<file path="src/rtl/regfile_wb_scoreboard.sv">
// Architectural register file written from WB, with two combinational ID read
// ports (write-through from WB) and a per-register pending-write scoreboard
// that ID uses to stall on a register that still has a write in flight.
module regfile_wb_scoreboard #(
  parameter int NUM_REGS = 32,
  parameter int CNT_W    = 2
) (
  input  logic        clk_i,
  input  logic        rst_n_i,
  input  logic        wb_we_i,
  input  logic [4:0]  wb_waddr_i,
  input  logic [31:0] wb_wdata_i,
  input  logic [4:0]  raddr1_i,
  input  logic [4:0]  raddr2_i,
  output logic [31:0] rdata1_o,
  output logic [31:0] rdata2_o,
  input  logic        issue_we_i,
  input  logic [4:0]  issue_waddr_i,
  input  logic        retire_i,
  input  logic [4:0]  retire_addr_i,
  input  logic        flush_i,
  output logic        busy1_o,
  output logic        busy2_o,
  output logic        sb_err_o
);

  localparam logic [CNT_W-1:0] CNT_MAX  = '1;
  localparam logic [CNT_W-1:0] CNT_ONE  = CNT_W'(1);
  localparam logic [CNT_W-1:0] CNT_ZERO = '0;

  // Flattened views of every entry so the read ports can mux over them.
  logic [NUM_REGS-1:0][31:0]      reg_q;
  logic [NUM_REGS-1:0][CNT_W-1:0] cnt_q;
  logic [NUM_REGS-1:0]            err_hit;
  logic                           sb_err_reg;

  genvar gi;

  // ---------------------------------------------------------------------------
  // Per-register storage and pending-write counter
  // ---------------------------------------------------------------------------
  generate
    for (gi = 0; gi < NUM_REGS; gi++) begin : g_entry
      if (gi == 0) begin : g_zero
        // Register 0 is hardwired zero and never scoreboarded.
        assign reg_q[gi]   = '0;
        assign cnt_q[gi]   = '0;
        assign err_hit[gi] = 1'b0;
      end else begin : g_live
        logic [31:0]      data_reg;
        logic [CNT_W-1:0] cnt_reg;
        logic [CNT_W-1:0] cnt_next;
        logic             inc;
        logic             dec;
        logic             err_next;

        assign inc = issue_we_i && (issue_waddr_i == 5'(gi));
        assign dec = retire_i && (retire_addr_i == 5'(gi));

        // Counter update: flush wins, otherwise saturate at both ends and flag.
        always_comb begin
          cnt_next = cnt_reg;
          err_next = 1'b0;
          if (flush_i) begin
            cnt_next = CNT_ZERO;
          end else if (inc && !dec) begin
            if (cnt_reg == CNT_MAX) begin
              err_next = 1'b1;
            end else begin
              cnt_next = cnt_reg + CNT_ONE;
            end
          end else if (dec && !inc) begin
            if (cnt_reg == CNT_ZERO) begin
              err_next = 1'b1;
            end else begin
              cnt_next = cnt_reg - CNT_ONE;
            end
          end
        end

        // Register contents: captured from WB on a write to this entry.
        always_ff @(posedge clk_i or negedge rst_n_i) begin
          if (!rst_n_i) begin
            data_reg <= '0;
          end else if (wb_we_i && (wb_waddr_i == 5'(gi))) begin
            data_reg <= wb_wdata_i;
          end
        end

        // Pending-write counter state.
        always_ff @(posedge clk_i or negedge rst_n_i) begin
          if (!rst_n_i) begin
            cnt_reg <= '0;
          end else begin
            cnt_reg <= cnt_next;
          end
        end

        assign reg_q[gi]   = data_reg;
        assign cnt_q[gi]   = cnt_reg;
        assign err_hit[gi] = err_next;
      end
    end
  endgenerate

  // ---------------------------------------------------------------------------
  // Sticky scoreboard error
  // ---------------------------------------------------------------------------
  // Any overflow or underflow on any entry latches the error until reset.
  always_ff @(posedge clk_i or negedge rst_n_i) begin
    if (!rst_n_i) begin
      sb_err_reg <= 1'b0;
    end else if (|err_hit) begin
      sb_err_reg <= 1'b1;
    end
  end

  assign sb_err_o = sb_err_reg;

  // ---------------------------------------------------------------------------
  // Read ports: identical logic instantiated once per port
  // ---------------------------------------------------------------------------
  logic [1:0][4:0]  raddr_v;
  logic [1:0][31:0] rdata_v;
  logic [1:0]       busy_v;

  assign raddr_v[0] = raddr1_i;
  assign raddr_v[1] = raddr2_i;

  generate
    for (gi = 0; gi < 2; gi++) begin : g_port
      logic [31:0]      sel_data;
      logic [CNT_W-1:0] sel_cnt;
      logic             addr_nz;
      logic             fwd_hit;
      logic             last_retire;

      // Select the stored value and pending count for this port's address.
      always_comb begin
        sel_data = '0;
        sel_cnt  = '0;
        for (int i = 0; i < NUM_REGS; i++) begin
          if (raddr_v[gi] == 5'(i)) begin
            sel_data = reg_q[i];
            sel_cnt  = cnt_q[i];
          end
        end
      end

      assign addr_nz = (raddr_v[gi] != 5'd0);
      assign fwd_hit = wb_we_i && (wb_waddr_i == raddr_v[gi]);
      // The final outstanding write retiring this cycle is already visible via
      // write-through, so ID need not stall on it.
      assign last_retire = retire_i && (retire_addr_i == raddr_v[gi]) &&
                           (sel_cnt == CNT_ONE);

      assign rdata_v[gi] = !addr_nz ? 32'd0 :
                           fwd_hit  ? wb_wdata_i : sel_data;
      assign busy_v[gi]  = addr_nz && (sel_cnt != CNT_ZERO) && !last_retire;
    end
  endgenerate

  assign rdata1_o = rdata_v[0];
  assign rdata2_o = rdata_v[1];
  assign busy1_o  = busy_v[0];
  assign busy2_o  = busy_v[1];

endmodule

</file>
<file path="config.mk">
export PLATFORM = sky130hd
export DESIGN_NAME = regfile_wb_scoreboard
export DESIGN_NICKNAME = d
export VERILOG_FILES = /design/src/rtl/regfile_wb_scoreboard.sv
export SDC_FILE = /design/constraint.sdc
export NUM_CORES = 2
export LEC_CHECK = 0
export BUFFER_PORTS_ARGS = -buffer_cell sky130_fd_sc_hd__buf_4
export CELL_PAD_IN_SITES_DETAIL_PLACEMENT = 1
export CELL_PAD_IN_SITES_GLOBAL_PLACEMENT = 2
export CORE_ASPECT_RATIO = 0.8
export CORE_MARGIN = 1
export CORE_UTILIZATION = 43
export DETAILED_ROUTE_END_ITERATION = 6
export PLACE_DENSITY_LB_ADDON = 0.1
export SKIP_CTS_REPAIR_TIMING = 1
export SYNTH_ARGS = -nofsm -noshare
export SYNTH_HDL_FRONTEND = slang
export SYNTH_SLANG_ARGS = --single-unit
</file>
<file path="constraint.sdc">
create_clock -name clk_i -period 2 [get_ports clk_i]
set_clock_uncertainty 0.15 [all_clocks]
set_input_delay 0 -clock clk_i [delete_from_list [all_inputs] [get_ports clk_i]]
set_output_delay 0 -clock clk_i [all_outputs]
set_load 0.02 [all_outputs]
</file>
==> reports/qor.csv <==
metric,value,unit
initial antenna violation count,45,
Worst Tran Pin Value,915,ps
WL/cell,44.8,µm
Hold WS,-94.8,ps
Residual DRC,6,
power share of the clock group,33.0,%
"Max FO, Critical Path",2,
CP Launch Type,flip-flop,
cells along the critical path,mux2i_1 -> a221oi_1 -> a221oi_1 -> buf_4 -> nand4_1 -> or4_4 -> buf_6 -> a32oi_4 -> o311a_1 -> nor2_2 -> buf_6,
Die Y,333,µm
hpwl dp,304000,µm
minimum clock period after layout,3850,ps
hold path cells,8,
R2R depth,7,
Vias,68100,
vias in the first global route,65100,
switching share of power,34.2,%
DIE WIDTH,416,µm
synthesized netlist cell count,5635,
"area leader, netlist",dfrtp_1,
PD cells,865,nW/µm²
"Cell Area, Synth",58900,µm²
Pins Over Slew Limit,0,
max FFs per register,992,
port buffer count,129,
setup TNS,-79850,ps
GRT Resource Usage Total,56.9,%
type of destination of the critical path,output port,
Slew Limit Headroom,38.4,%
top post-synthesis cells by area,"dfrtp_1 45%, mux2_2 19%, a22oi_1 6.0%",
net count after synthesis,5698,
Seq pwr share,40.4,%
Root Driver,clkbuf_16,
mean post-synth cell area,10.4,µm²
Worst EP arrival,3700,ps
Comb pwr share,26.6,%
share of layout cells above drive strength 1,52.0,%
CTS sink count,1055,
fin crit share,193,%
WP data required,1850,ps
P&R area growth vs syn,45.7,%
largest net degree at the start of global routing,88,
failing checks,"design-rule violations, negative hold slack, negative setup slack",
share of the synthesized area in the top cell type,44.8,%
Starting Density,43.3,%
H-Tree Depth,3,
clk buf depth,3,
Int Power,48.8,mW
overall routed net length,413000,µm
Psw,25.4,mW
IO Pins,130,
Synth Warn #,0,
ANT nets after route,0,
Unique masters post-synth,95,
Setup Crit Path Kind,reg2out,
# rows,121,
status,"complete, but fails checks",
worst setup margin,-1850,ps
VDD IR max,0.926,mV
CTS tree,done,
leakage,38.4,nW
total grt overflow,0,
# nets final,7389,
global-route wire length before repair,545000,µm
RSZ-0062 raised after global routing,yes,
Final Hold Viols,19,
clk_lat worst skew,800,ps
DR pass1 iterations,7,
clk slew on worst S/H paths,70,ps
Avg Vias per Cell,7.38,
routability cong.,1.14,
max incr delay on CP,570,ps
FMAX,260,MHz
die area,138000,µm²
Final Setup Violations,76,
sequential area share after synthesis,44.8,%
class of the worst hold path,in2reg,
CTS buffer count,115,
Total Power,74.2,mW
number of enable flip-flop cells after synthesis,0,
"Async S/R FF share, synth",100,%
core box area,136000,µm²
max-cap violations,0,
"Top FF cell, synth",dfrtp_1,
"Slowest-stage cell, CP",or4_4,
DRT iter0 DRCs,12600,
Yosys reg bits,1055,
[cell families (layout without fill, tap and decap cells)]
family,after synthesis,after routing,synth area share (%)
AO/OA/AOI/OAI,1707,1707,19.6
other,0,20,0
XOR/XNOR,20,20,0.297
multiplexers,1083,1083,20.8
flip-flops,1055,1055,44.8
AND/OR/NAND/NOR,1218,1218,10.3
buffers and inverters,552,2342,4.25
[cells in the final DEF (no fill, tap or decap), drive strengths merged, types with 52 or more instances in the layout]
cell,instances
nand4,69
a21oi,348
dfrtp,1055
o22ai,56
nand2,339
a22oi,469
clkbuf,158
a221oi,83
nand3,116
buf,2043
nor2,341
nor4,55
o21ai,338
mux2i,52
dlygate4sd3,66
mux2,1020
nor3,75
[through the flow]
stage          instance area (µm²)  setup slack [ps]  hold WS, ps  cells  util [%]
6_report                     85800             -1850        -94.8   9228      63.1
3_3_place_gp                 76600             -3310         -149   8862      56.4
5_1_grt                      85700             -1820        -50.0   9213      63.1
2_1_floorplan                59100             -58.9         -446   5635         -
3_5_place_dp                 76700             -1970         -153   8863      56.4
4_1_cts                      80900             -2530         -958   9079      59.5
[critical path: cells and delay by family (launching register included)]
family / cells / cell delay (ps)
AO/OA/AOI/OAI: 4 / 890
AND/OR/NAND/NOR: 3 / 820
multiplexers: 1 / 220
buffers and inverters: 3 / 580
flip-flops: 1 / 390
[per-layer routing]
layer / vias up / wire length, µm / track usage, %
met4: 70 / 29000 / 31.1
li1: 24900 / - / -
met3: 1847 / 76100 / 33.2
met2: 6753 / 155000 / 72.2
met1: 34500 / 152000 / 73.8
met5: - / 1860 / 2.73
[area by class of cell]
type                       instances  area [µm²]
fill                           14000       50200
multi-input combinational       4028       33700
sequential                      1055       26400
timing repair buffer            2109       19100
clock buffer                     158        3290
tap                             1783        2230
clock inverter                    58         903
inverter                          17        70.1
antenna                           20        50.0
[worst paths after layout]
path,from,end,slack (ps)
max,g_entry[26].g_live.data_reg[21]$_DFFE_PN0P_,rdata1_o[21],-1850
min,issue_we_i,g_entry[31].g_live.cnt_reg[0]$_DFFE_PN0P_,-90
max reg2reg,g_entry[15].g_live.cnt_reg[0]$_DFFE_PN0P_,sb_err_o$_DFFE_PN0P_,-160
min reg2reg,g_entry[24].g_live.data_reg[28]$_DFFE_PN0P_,g_entry[24].g_live.data_reg[28]$_DFFE_PN0P_,370
max in group asynchronous,rst_n_i,g_entry[14].g_live.cnt_reg[0]$_DFFE_PN0P_,480
min in group asynchronous,rst_n_i,g_entry[31].g_live.cnt_reg[0]$_DFFE_PN0P_,90
[Yosys cell counts, types with 37 or more instances]
cell	instances
a211oi_1	44
buf_2	194
a22o_1	37
a221oi_1	82
buf_1	56
nand3_1	116
mux2i_1	52
nand4_1	69
a222oi_1	42
o22ai_1	56
nor2_1	307
nand2_1	337
a21oi_1	348
a22oi_1	469
o221ai_1	46
nor4_1	53
mux2_2	1010
o21ai_0	328
clkbuf_1	242
nor3_1	74
dfrtp_1	1055
o211ai_1	44
[power by group through the flow]
stage,Combinational (mW),Clock (mW),Sequential [mW]
finish,19.7,24.5,30.0
detailed placement,16.8,0,29.6
global placement,16.2,0,29.4
global route,19.9,25.0,30.0
floorplan,6.91,0,27.8
CTS,16.9,24.3,29.3
(Power assumes the default switching activity.)
